<file path="src/rtl/lsu_mem_stage.sv">
// lsu_mem_stage: RISC-V memory-stage LSU on a req/gnt/rvalid bus; >=3 cycles per access, stalls upstream until rvalid or timeout.
// Define LSU_MISALIGN_TRAP_EN to complete misaligned half/word accesses in the detect cycle with misalign_o and no bus request.
module lsu_mem_stage #(
   parameter int DW      = 32,
   parameter int TIMEOUT = 16
) (
   input  logic          clk_i,
   input  logic          rst_i,
   input  logic          mem_read_m,
   input  logic          mem_write_m,
   input  logic [2:0]    funct3_m,
   input  logic [DW-1:0] alu_out_m,
   input  logic [DW-1:0] write_data_m,
   output logic [DW-1:0] load_data_m,
   output logic          lsu_stall_o,
   output logic          lsu_done_o,
   output logic          bus_err_o,
   output logic          misalign_o,
   output logic          dbus_req_o,
   output logic          dbus_we_o,
   output logic [DW-1:0] dbus_addr_o,
   output logic [3:0]    dbus_be_o,
   output logic [DW-1:0] dbus_wdata_o,
   input  logic          dbus_gnt_i,
   input  logic          dbus_rvalid_i,
   input  logic [DW-1:0] dbus_rdata_i
);

   typedef enum logic [1:0] {
      S_IDLE = 2'd0,
      S_REQ  = 2'd1,
      S_WAIT = 2'd2
   } state_t;

   localparam logic [7:0] TO_LAST = 8'(TIMEOUT - 1);

   state_t        r_state;
   logic [1:0]    r_off;
   logic [2:0]    r_funct3;
   logic          r_we;
   logic [7:0]    r_cnt;

   logic          w_access;
   logic          w_misal;
   logic          w_idle;
   logic          w_start;
   logic          w_trap;
   logic          w_complete;
   logic          w_timeout;
   logic [3:0]    w_be;
   logic [DW-1:0] w_wdata;
   logic [7:0]    w_byte;
   logic [15:0]   w_half;
   logic [DW-1:0] w_ext;

   assign w_access = mem_read_m | mem_write_m;
   assign w_idle   = (r_state == S_IDLE);

`ifdef LSU_MISALIGN_TRAP_EN
   logic w_is_byte;
   logic w_is_half;
   // Stores only know 000/001 as narrow; loads also have the unsigned 1xx forms.
   assign w_is_byte = mem_write_m ? (funct3_m == 3'b000) : (funct3_m[1:0] == 2'b00);
   assign w_is_half = mem_write_m ? (funct3_m == 3'b001) : (funct3_m[1:0] == 2'b01);
   assign w_misal   = w_is_half ? alu_out_m[0] : (!w_is_byte && (alu_out_m[1:0] != 2'b00));
`else
   assign w_misal   = 1'b0;
`endif

   assign w_start    = w_idle && w_access && !w_misal;
   assign w_trap     = w_idle && w_access && w_misal;
   assign w_complete = (r_state == S_WAIT) && dbus_rvalid_i;
   assign w_timeout  = !w_idle && (r_cnt == TO_LAST) && !w_complete;

   assign lsu_stall_o = w_start || (!w_idle && !w_complete && !w_timeout);
   assign lsu_done_o  = w_complete || w_timeout || w_trap;
   assign bus_err_o   = w_timeout;
   assign misalign_o  = w_trap;

   always_comb begin
      w_be    = 4'b1111;
      w_wdata = '0;
      if (mem_write_m) begin
         w_wdata = write_data_m;
         case (funct3_m)
            3'b000: begin
               w_be    = 4'b0001 << alu_out_m[1:0];
               w_wdata = {4{write_data_m[7:0]}};
            end
            3'b001: begin
               w_be    = alu_out_m[1] ? 4'b1100 : 4'b0011;
               w_wdata = {2{write_data_m[15:0]}};
            end
            default: ;
         endcase
      end
   end

   // Halfword lane ignores r_off[0]; misaligned halves never reach here when trapping.
   assign w_byte = dbus_rdata_i[{r_off, 3'b000} +: 8];
   assign w_half = r_off[1] ? dbus_rdata_i[31:16] : dbus_rdata_i[15:0];

   always_comb begin
      case (r_funct3)
         3'b000:  w_ext = {{24{w_byte[7]}}, w_byte};
         3'b100:  w_ext = {24'b0, w_byte};
         3'b001:  w_ext = {{16{w_half[15]}}, w_half};
         3'b101:  w_ext = {16'b0, w_half};
         default: w_ext = dbus_rdata_i;
      endcase
   end

   assign load_data_m = (w_complete && !r_we) ? w_ext : '0;

   always_ff @(posedge clk_i) begin
      if (rst_i) begin
         r_state      <= S_IDLE;
         r_off        <= 2'b00;
         r_funct3     <= 3'b000;
         r_we         <= 1'b0;
         r_cnt        <= 8'd0;
         dbus_req_o   <= 1'b0;
         dbus_we_o    <= 1'b0;
         dbus_addr_o  <= '0;
         dbus_be_o    <= 4'b0000;
         dbus_wdata_o <= '0;
      end else begin
         case (r_state)
            S_IDLE: begin
               r_cnt <= 8'd0;
               if (w_start) begin
                  r_off        <= alu_out_m[1:0];
                  r_funct3     <= funct3_m;
                  r_we         <= mem_write_m;
                  dbus_req_o   <= 1'b1;
                  dbus_we_o    <= mem_write_m;
                  dbus_addr_o  <= {alu_out_m[DW-1:2], 2'b00};
                  dbus_be_o    <= w_be;
                  dbus_wdata_o <= w_wdata;
                  r_state      <= S_REQ;
               end
            end
            S_REQ: begin
               if (w_timeout) begin
                  dbus_req_o <= 1'b0;
                  r_cnt      <= 8'd0;
                  r_state    <= S_IDLE;
               end else if (dbus_gnt_i) begin
                  dbus_req_o <= 1'b0;
                  r_cnt      <= r_cnt + 8'd1;
                  r_state    <= S_WAIT;
               end else begin
                  r_cnt <= r_cnt + 8'd1;
               end
            end
            S_WAIT: begin
               if (w_complete || w_timeout) begin
                  r_cnt   <= 8'd0;
                  r_state <= S_IDLE;
               end else begin
                  r_cnt <= r_cnt + 8'd1;
               end
            end
            default: begin
               dbus_req_o <= 1'b0;
               r_cnt      <= 8'd0;
               r_state    <= S_IDLE;
            end
         endcase
      end
   end

endmodule

</file>
<file path="config.mk">
export PLATFORM = sky130hd
export DESIGN_NAME = lsu_mem_stage
export DESIGN_NICKNAME = d
export VERILOG_FILES = /design/src/rtl/lsu_mem_stage.sv
export SDC_FILE = /design/constraint.sdc
export NUM_CORES = 1
export LEC_CHECK = 0
export BUFFER_PORTS_ARGS = -buffer_cell sky130_fd_sc_hd__buf_2
export CORE_MARGIN = 3
export CORE_UTILIZATION = 46
export DETAILED_ROUTE_END_ITERATION = 8
export PLACE_DENSITY = 0.9
export SETUP_SLACK_MARGIN = 0.4
export SYNTH_ARGS = -nofsm -noshare
export SYNTH_HDL_FRONTEND = slang
export SYNTH_SLANG_ARGS = --single-unit
</file>
<file path="constraint.sdc">
create_clock -name clk_i -period 2.4 [get_ports clk_i]
set_clock_uncertainty 0.05 [all_clocks]
set_input_delay 0.12 -clock clk_i [delete_from_list [all_inputs] [get_ports clk_i]]
set_output_delay 0.12 -clock clk_i [all_outputs]
set_load 0.02 [all_outputs]
</file>
==> results of run 1 <==
synthesized netlist by cell type (all sizes together), types with 2 or more instances:
master   number
a2111oi       2
a211oi        3
a21oi        96
a221oi        6
a22oi         8
a311oi        2
a31oi         5
and3          2
buf          13
clkbuf       32
dfxtp        83
ha            4
inv          31
mux2i        22
mux4          2
nand2       110
nand2b        4
nand3         2
nor2         64
nor2b         3
nor3          3
o211ai        8
o21a          3
o21ai        21
o221a         5
o22ai         4
xnor2         4
xor2          2
where the power goes:
| part | leakage [nW] | switching, mW | internal, mW |
|---|---|---|---|
| clock network | 0.103 | 0.544 | 0.498 |
| logic | 2.13 | 1.69 | 1.02 |
| registers | 0.684 | 0.222 | 1.68 |
| total | 2.92 | 2.46 | 3.20 |
routing by layer:
layer  up-vias  part of all wire (%)
met2       312                    52
met3        56                   9.3
li1       2333                     -
met1      2297                    36
met4         0                   3.5
met5         -                     0
cell type report:
class | instances | area share (%)
Clock buffer | 9 | 1.99
Timing Repair Buffer | 264 | 26.5
Sequential cell | 83 | 26.9
Antenna cell | 1 | 0.0402
Clock inverter | 7 | 1.28
Multi-Input combinational cell | 398 | 39.2
Inverter | 31 | 1.91
Tap cell | 105 | 2.11
tightest hold or removal path, delay by kind of cell:
kind            cells  cell delay, ns
simple gates        1            0.07
buf+inv             1            0.13
compound gates      1            0.05
what timing repair did:
| action | in CTS | in global routing |
|---|---|---|
| endpoints found under the setup margin | 40 | 42 |
| buffers inserted | 4 | 7 |
| hold endpoints to repair | 31 | 0 |
| pin swaps | 2 | 7 |
| gates cloned | 2 | 0 |
| gates resized for setup | 28 | 75 |
| hold buffers | 31 | 0 |
flip-flops by register name, summed over array words and instances (netlist names), 2 cells and up:
| register | count |
|---|---|
| dbus_addr_o | 30 |
| dbus_be_o | 4 |
| dbus_wdata_o | 32 |
| r_cnt | 8 |
| r_funct3 | 3 |
| r_off | 2 |
| r_state | 2 |
logic make-up (layout without fill, tap and decap cells):
logic type	after synthesis	count (layout)	synth area share, %
muxes	25	25	6.70
buffers and inverters	76	311	7.58
xor gates and xnor gates	6	6	1.27
and+or+nand+nor	195	196	19.4
DFF	83	83	40.3
adders and majority gates	4	4	1.21
other	1	4	0.0909
AOI/OAI and AO/OA	164	164	23.5
stage by stage:
step                      setup slack [ns]  instances  utilization [%]  hold slack, ns
after global placement               0.423        837             61.8           0.311
after global routing                 0.208        897             73.6          0.0249
final                                0.310        898             73.6          0.0159
after CTS                            0.357        890             69.7        0.000483
after floorplan                      0.272        556                -           0.206
after detailed placement             0.310        837             61.8           0.314
final timing paths:
kind,from,endpoint,cells past startpoint
max,r_off[1],load_data_m[21],7
min,alu_out_m[1],r_off[1],3
max reg2reg,r_state[1],r_cnt[6],7
min reg2reg,dbus_addr_o[13],dbus_addr_o[13],2
==> results.py, run 1 <==
metrics = {
    "setup_path": {
        "reg2reg_slack_ns": 0.48,
        "path_delay_family": "compound AO/OA/AOI/OAI gates",
        "worst_path_most_repeated_cell": "buf_4",
        "critPathCaptureType": "output pin",
        "cp_max_fo": 8,
        "crit_required_ns": 2.23,
        "critPathLaunchType": "flip-flop",
        "path_class": "reg -> out",
        "cp.arrival_ns": 1.92,
        "worst-path-buf-inv": 3,
        "cp_cell_sequence": "mux2i_4, buf_4, a211oi_4, o21ai_2, buf_6, a21oi_1, buf_4",
        "crit_slowest_cell": "dfxtp_4",
        "cpPeakStageDelay_ns": 0.39,
    },
    "global_route": {
        "met1_usage_pct": 29.6,
        "grt_max_degree": 42,
        "grt_antenna_before_repair": 0,
        "met3_usage_pct": 5.95,
        "top_usage_layer": "met2",
        "grt_pass1_vias": 4795,
        "overflow": 0,
        "grt_use_met2_pct": 50.6,
        "grt_pass1_wl_um": 22500,
        "track_usage_pct": 27.4,
    },
    "layout": {
        "multiInputGateArea_mm2": 0.00245,
        "layout.nets": 896,
        "final_common_cell": "buf_2",
        "fill_cells": 583,
        "area_delta_synth_final_pct": 51.1,
        "final_cell_mix": "buf_2 (181), nand2_1 (109), a21oi_1 (81), dfxtp_1 (78), nor2_1 (61)",
        "design_area_mm2": 0.00623,
        "seqCellArea_mm2": 0.00168,
        "drive_above_1_share_pct": 39.1,
    },
    "clocking": {
        "cts_tree": "built",
        "numCtsBuffers": 9,
        "cts.sinks": 83,
        "htree_levels": 3,
        "clockRootBuffer": "clkbuf_8",
        "path_clk_slew_ns": 0.08,
        "clock_path_buffers": 2,
        "clock_latency_ns": 0.34,
    },
    "synthesis": {
        "synthCells": 554,
        "yosysWarnings": 0,
        "synth_largest_area_cell": "dfxtp_1",
        "synthFlopType": "dfxtp_1",
        "ys_seq_area_share_pct": 40.3,
        "netlist_area_mm2": 0.00413,
        "synth.distinct_cells": 44,
        "ys_top_cells_by_area": "dfxtp_1 (40%), a21oi_1 (12%), nand2_1 (10%)",
        "synthArstFlopShare_pct": 0,
        "synth.avg_cell_area_um2": 7.45,
        "ys_ff_latch": 83,
        "netlist.area_leader.share_pct": 40.3,
        "synth_edf_count": 0,
    },
    "timing": {
        "setup_violations": 0,
        "slew_viol_final": 0,
        "tightestPinTransition_ns": 0.701,
        "slew_headroom_pct": 53.1,
        "rsz0062_at_grt": "yes",
        "tns_ns": 0,
        "period_share_pct": 87.1,
        "fmax_mhz": 479,
        "hold_viol": 0,
        "layout_min_cycle_time_ns": 2.09,
    },
    "detailed_routing": {
        "num_vias": 4998,
        "post_drt_wl_per_cell_um": 17.4,
        "drc_errors": 0,
        "routed_wirelength_um": 15600,
        "ant_nets": 0,
        "firstDrtPassIters": 5,
        "drtIter0Drc": 262,
        "vias_per_cell": 5.57,
    },
    "floorplanning": {
        "dieArea_mm2": 0.0101,
        "die_w_um": 101,
        "boundaryPins": 211,
        "start_util_pct": 48.7,
        "rows": 33,
        "core_mm2": 0.00846,
        "die_y_um": 101,
    },
    "placement": {
        "placed_cell_area_mm2": 0.00524,
        "place_congestion": 0.926,
        "io_buffers": 207,
        "dp_hpwl_um": 9810,
    },
    "power_and_ir_drop": {
        "finalPower_mw": 5.66,
        "peakVddDrop_mv": 0.582,
        "p_leak_nw": 2.92,
        "powerDensity_mw_per_mm2": 908,
    },
    "run": {
        "cap_violations": 0,
    },
    "run_status": {
        "outcome": "finished, final reports clean",
    },
    "min_path": {
        "hold_path_class": "in -> reg",
    },
}
No activity file was read; power rests on OpenSTA's default activity.
==> run 2: changes to the inputs <==
--- a/config.mk
+++ b/config.mk
@@ -7,9 +7,9 @@
 export LEC_CHECK = 0
 export BUFFER_PORTS_ARGS = -buffer_cell sky130_fd_sc_hd__buf_2
 export CORE_MARGIN = 3
-export CORE_UTILIZATION = 46
+export CORE_UTILIZATION = 30
 export DETAILED_ROUTE_END_ITERATION = 8
-export PLACE_DENSITY = 0.9
+export PLACE_DENSITY = 0.66
 export SETUP_SLACK_MARGIN = 0.4
 export SYNTH_ARGS = -nofsm -noshare
 export SYNTH_HDL_FRONTEND = slang
==> run 2 against run 1 <==
  * Non-clock buffer count fell by 4
  * Via count down 6.0%
  * Count of clock-buffer cells in the layout stayed put
  * Critical endpoint is now load_data_m[14]
  * Worst hold slack improved by 0.013 ns
==> results.py, run 2 (synthesized netlist as in run 1, its figures left out) <==
metrics = {
    "layout": {
        "largestRegisters": "dbus_wdata_o x32, dbus_addr_o x30, r_cnt x8",
        "area_delta_synth_final_pct": 51.3,
        "drive_above_1_share_pct": 36.6,
        "final_cell_mix": "buf_2 (189), nand2_1 (109), a21oi_1 (90), dfxtp_1 (78), nor2_1 (60)",
        "max_flop_register": "dbus_wdata_o",
        "design_area_mm2": 0.00624,
        "largest_register_ffs": 32,
        "layout.nets": 892,
        "final_common_cell": "buf_2",
    },
    "clocking": {
        "cts.sinks": 83,
        "cts_tree": "built",
        "htree_levels": 3,
        "clock_latency_ns": 0.33,
        "clockRootBuffer": "clkbuf_16",
        "numCtsBuffers": 9,
        "path_clk_slew_ns": 0.06,
        "clock_path_buffers": 2,
    },
    "detailed_routing": {
        "vias_per_cell": 4.88,
        "drc_errors": 0,
        "drtIter0Drc": 167,
        "routed_wirelength_um": 14400,
        "num_vias": 4700,
        "ant_nets": 0,
        "post_drt_wl_per_cell_um": 14.9,
        "firstDrtPassIters": 4,
    },
    "timing": {
        "rsz0062_at_grt": "yes",
        "tightestPinTransition_ns": 1.01,
        "layout_min_cycle_time_ns": 2.01,
        "hold_viol": 0,
        "slew_viol_final": 0,
        "slew_headroom_pct": 32.5,
        "tns_ns": 0,
        "fmax_mhz": 498,
        "hold_ws_ns": 0.0287,
        "period_share_pct": 83.7,
        "setup_violations": 0,
    },
    "global_route": {
        "track_usage_pct": 17.7,
        "grt_max_degree": 38,
        "grt_pass1_wl_um": 21300,
        "grt_antenna_before_repair": 1,
        "grt_pass1_vias": 4267,
        "overflow": 0,
    },
    "placement": {
        "place_congestion": 0.834,
        "io_buffers": 207,
        "dp_hpwl_um": 10200,
        "placed_cell_area_mm2": 0.00534,
    },
    "setup_path": {
        "cp_max_fo": 6,
        "crit_required_ns": 2.23,
        "path_delay_family": "compound AO/OA/AOI/OAI gates",
        "crit_path_start": "r_off[1]",
        "critPathCaptureType": "output pin",
        "cp.arrival_ns": 1.84,
        "critPathLaunchType": "flip-flop",
        "path_class": "reg -> out",
        "rr_worst_depth": 7,
        "path_depth": 6,
        "r2r_start": "r_state[1]",
        "cp_cell_sequence": "mux2i_2, mux2i_1, nand2_1, a21oi_1, o21a_1, buf_2",
        "worst-path-buf-inv": 1,
        "cpPeakStageDelay_ns": 0.37,
        "crit_slowest_cell": "dfxtp_4",
    },
    "power_and_ir_drop": {
        "clkPwrFrac_pct": 24.8,
        "intPower_mw": 3.54,
        "peakVddDrop_mv": 0.392,
        "p_leak_nw": 2.93,
        "netSwitchingFraction_pct": 40.0,
        "powerDensity_mw_per_mm2": 945,
        "power_frac_comb_pct": 43.6,
        "switchingPower_mw": 2.36,
        "seqPwrFrac_pct": 31.5,
    },
    "floorplanning": {
        "die_y_um": 123,
        "die_w_um": 123,
        "core_mm2": 0.0133,
        "rows": 42,
        "start_util_pct": 30.9,
        "dieArea_mm2": 0.0152,
        "boundaryPins": 211,
    },
    "min_path": {
        "hold_path_class": "in -> reg",
        "whs_path_depth": 3,
        "hp-start": "write_data_m[2]",
    },
    "run": {
        "cap_violations": 0,
    },
    "run_status": {
        "outcome": "finished, final reports clean",
    },
}
==> run 2: cell count changes in the layout (fill, tap and decap cells not counted), sizes merged <==
cell,previous run,this run
inv,35,32
bufinv,1,2
buf,233,229
clkinv,1,2
==> run 2: path summary, 6_finish.rpt <==
path / endpoint / slack, ns
min reg2reg: dbus_addr_o[12] / 0.40
max reg2reg: r_cnt[3] / 0.43
min: dbus_wdata_o[2] / 0.03
max: load_data_m[14] / 0.39
==> run 2: power groups by stage <==
stage / clock network (mW) / logic [mW] / registers, mW
after floorplan: 0 / 1.25 / 2.15
after global placement: 0 / 2.35 / 1.87
after detailed placement: 0 / 2.35 / 1.88
after CTS: 1.52 / 2.49 / 1.87
after global routing: 1.58 / 2.82 / 1.90
final: 1.46 / 2.58 / 1.86
==> run 2: per-layer routing <==
metal / part of all wire, % / global-route usage (%) / vias to the layer above
met5: 0 / 0 / -
met4: 2.8 / 7.20 / 0
met3: 8.7 / 4.85 / 29
met2: 48 / 30.1 / 217
met1: 40 / 21.1 / 2117
li1: - / - / 2337
==> run 2: through the flow <==
| stage | worst slack [ns] | util (%) | total power, mW | std cells |
|---|---|---|---|---|
| CTS | 0.402 | 45.6 | 5.88 | 958 |
| finish | 0.392 | 46.8 | 5.90 | 964 |
| global placement | 0.343 | 40.0 | 4.22 | 908 |
| floorplan | 0.272 | - | 3.40 | 556 |
| global route | 0.329 | 46.8 | 6.29 | 964 |
| detailed placement | 0.302 | 40.0 | 4.24 | 908 |
==> run 2: tightest hold or removal path: stages <==
cell	delay, ns
buf_2	0.11
a22oi_1	0.07
nor2_1	0.08
==> run 2: layout make-up <==
class,count,area [um2]
fill,1353,7100
clock buffer,9,225
tap,176,220
sequential,83,1670
inverter,31,116
clock inverter,6,90.1
antenna,1,2.50
multi-input combinational,398,2310
timing repair buffer,260,1600
==> run 2: timing repair <==
item	in CTS	in global routing
buffers inserted	3	5
setup endpoints to repair	40	39
pin swaps	4	4
cloned	1	0
hold buffers	31	0
resized for setup	24	35
endpoints found under the hold margin	31	0
==> run 3: changes to the inputs <==
--- a/config.mk
+++ b/config.mk
@@ -5,6 +5,7 @@
 export SDC_FILE = /design/constraint.sdc
 export NUM_CORES = 1
 export LEC_CHECK = 0
+export ABC_AREA = 1
 export BUFFER_PORTS_ARGS = -buffer_cell sky130_fd_sc_hd__buf_2
 export CORE_MARGIN = 3
 export CORE_UTILIZATION = 30
==> constraint.sdc (replaced) <==
create_clock -name clk_i -period 2 [get_ports clk_i]
set_clock_uncertainty 0.05 [all_clocks]
set_input_delay 0.1 -clock clk_i [delete_from_list [all_inputs] [get_ports clk_i]]
set_output_delay 0.1 -clock clk_i [all_outputs]
set_load 0.02 [all_outputs]
==> run 3 against run 2 <==
  * Die area is 0.71% higher
  * Sequential share of layout area shrank 1.5 points
  * Clock power is 12% higher
  * Power up 45%
  * Critical endpoint is now load_data_m[12]
  * Largest power group unchanged
==> results.py, run 3 <==
metrics = {
    "run_status": {
        "outcome": "finished, final reports clean",
    },
    "power_and_ir_drop": {
        "powerDensity_mw_per_mm2": 1300,
        "p_leak_nw": 3.23,
        "peakVddDrop_mv": 0.578,
    },
    "synthesis": {
        "synth.avg_cell_area_um2": 6.92,
        "synthFlopType": "dfxtp_1",
        "synth_most_common_cell": "nor2_1",
        "synth.distinct_cells": 36,
        "ys_seq_area_share_pct": 40.0,
        "ys_top_cells_by_area": "dfxtp_1 (40%), nor2_1 (12%), nand2_1 (9.7%)",
        "synthArstFlopShare_pct": 0,
        "synthCells": 601,
        "netlist_area_mm2": 0.00416,
        "synth_common_cells": "nor2_1 (132), nand2_1 (107), dfxtp_1 (83), o21ai_0 (64), a21oi_1 (45)",
        "synth_edf_count": 0,
        "ys_ff_latch": 83,
        "yosysWarnings": 0,
        "synth_largest_area_cell": "dfxtp_1",
        "netlist.area_leader.share_pct": 40.0,
    },
    "global_route": {
        "track_usage_pct": 18.1,
        "grt_max_degree": 46,
        "grt_pass1_wl_um": 22200,
        "grt_antenna_before_repair": 1,
        "grt_pass1_vias": 4530,
        "overflow": 0,
    },
    "timing": {
        "hold_viol": 0,
        "rsz0062_at_grt": "yes",
        "slew_headroom_pct": 57.2,
        "period_share_pct": 92.5,
        "tns_ns": 0,
        "tightestPinTransition_ns": 0.641,
        "slew_viol_final": 0,
        "setup_violations": 0,
        "fmax_mhz": 540,
        "layout_min_cycle_time_ns": 1.85,
    },
    "clocking": {
        "clock_path_buffers": 2,
        "htree_levels": 3,
        "path_clk_slew_ns": 0.06,
        "numCtsBuffers": 9,
        "cts.sinks": 83,
        "clock_latency_ns": 0.33,
        "cts_tree": "built",
        "clockRootBuffer": "clkbuf_16",
    },
    "detailed_routing": {
        "ant_nets": 0,
        "vias_per_cell": 4.75,
        "drc_errors": 0,
        "drtIter0Drc": 280,
        "num_vias": 4926,
        "post_drt_wl_per_cell_um": 14.5,
        "firstDrtPassIters": 4,
        "routed_wirelength_um": 15000,
    },
    "setup_path": {
        "cp_cell_sequence": "inv_2, ha_4, nand2_4, nor2_4, buf_12, clkinvlp_4, nor2_1, o21ai_1, inv_1, buf_6",
        "cp.arrival_ns": 1.70,
        "critPathLaunchType": "flip-flop",
        "critPathCaptureType": "output pin",
        "path_delay_family": "buffers and inverters",
        "crit_required_ns": 1.85,
        "path_class": "reg -> out",
        "cpPeakStageDelay_ns": 0.32,
        "worst-path-buf-inv": 5,
        "cp_max_fo": 6,
        "crit_slowest_cell": "dfxtp_2",
    },
    "floorplanning": {
        "start_util_pct": 31.0,
        "boundaryPins": 211,
        "core_mm2": 0.0134,
        "die_w_um": 124,
        "rows": 42,
        "dieArea_mm2": 0.0153,
        "die_y_um": 124,
    },
    "run": {
        "cap_violations": 0,
    },
    "layout": {
        "drive_above_1_share_pct": 38.8,
        "final_common_cell": "buf_2",
        "fin_util_pct": 49.3,
        "max_flop_register": "dbus_wdata_o",
        "final_cell_mix": "buf_2 (187), nor2_1 (125), nand2_1 (96), dfxtp_1 (78), o21ai_0 (52)",
        "largest_register_ffs": 32,
        "area_delta_synth_final_pct": 59.0,
        "final_cells": 1037,
        "layout.nets": 964,
        "largestRegisters": "dbus_wdata_o x32, dbus_addr_o x30, r_cnt x8",
    },
    "placement": {
        "io_buffers": 207,
        "dpl.cell_count": 964,
        "dp_hpwl_um": 10100,
        "place_congestion": 0.802,
    },
    "min_path": {
        "hold_path_class": "in -> reg",
    },
}
-- run 3: cell count changes after synthesis, sizes merged, moves of 5 or more --
cell	previous run	this run
nor2	64	146
a21oi	96	45
o21ai	21	68
mux2i	22	1
nand3	2	19
a2bb2oi	1	16
clkbuf	32	17
a22oi	8	0
buf	13	19
a221oi	6	1
inv	31	36
o221a	5	0
-- run 3: layout make-up --
cell class                 instances  area, um2
antenna                            1       2.50
clock buffer                      11        243
clock inverter                     5       52.6
fill                            1316       6790
inverter                          36        161
multi-input combinational        448       2410
sequential                        83       1670
tap                              176        220
timing repair buffer             276       1840
timing repair inverter             1       8.76
-- run 3: report_power, final --
group	internal, mW	total (mW)	switching (mW)
clock	0.995	1.64	0.643
combinational	1.75	4.52	2.77
sequential	2.13	2.41	0.276
total	4.87	8.56	3.69
-- run 3: worst reg2reg max path, stage by stage (launching register included) --
cell	delay, ns
dfxtp_2	0.33
inv_2	0.05
buf_4	0.14
ha_4	0.17
inv_4	0.06
nand2_4	0.05
nor2_4	0.13
nand2_2	0.09
buf_6	0.13
nand3_4	0.08
nand2_2	0.07
nor2_2	0.13
nor2_1	0.06
nor2_1	0.08
-- run 3: logic make-up (layout without fill, tap and decap cells) --
family,after synthesis,count (layout),synth area share (%)
buffers and inverters,72,329,7.89
adder cells (fa/ha/maj),4,4,1.20
AND/OR/NAND/NOR,284,284,29.0
other,1,4,0.0902
multiplexers,1,1,0.241
AO/OA/AOI/OAI,153,153,21.0
flip-flops,83,83,40.0
XOR/XNOR,3,3,0.632
-- run 3: stage by stage --
step | hold slack, ns | setup slack (ns) | cell area (um2) | total power [mW]
6_report | 0.00941 | 0.150 | 6610 | 8.56
3_3_place_gp | 0.292 | 0.273 | 5390 | 5.93
3_5_place_dp | 0.307 | 0.198 | 5390 | 5.96
4_1_cts | 0.000580 | 0.156 | 6320 | 8.02
5_1_grt | 0.00188 | 0.0467 | 6610 | 9.18
2_1_floorplan | 0.199 | 0.395 | 4200 | 4.83
-- run 3: timing repair --
item | 4_1_cts | 5_1_grt
setup endpoints to repair | 67 | 90
pin swaps | 15 | 22
hold buffers | 34 | 0
endpoints found under the hold margin | 34 | 0
resized for setup | 61 | 58
gates cloned | 1 | 3
setup buffers | 13 | 5
-- run 3: final timing paths --
| path | start | to | slack [ns] | cells after the start |
|---|---|---|---|---|
| max reg2reg | r_state[0] | r_state[0] | 0.33 | 13 |
| min | write_data_m[3] | dbus_wdata_o[3] | 0.009 | 3 |
| max | r_state[0] | load_data_m[12] | 0.15 | 10 |
| min reg2reg | r_cnt[0] | r_cnt[0] | 0.40 | 1 |
-- run 3: layer usage --
metal  share of wire [%]  vias to the layer above  GRT usage, %
met2                  48                      175          30.9
li1                    -                     2490             -
met4                 1.7                        2          6.23
met3                 7.5                       21          5.22
met5               0.047                        -             0
met1                  42                     2238          21.6
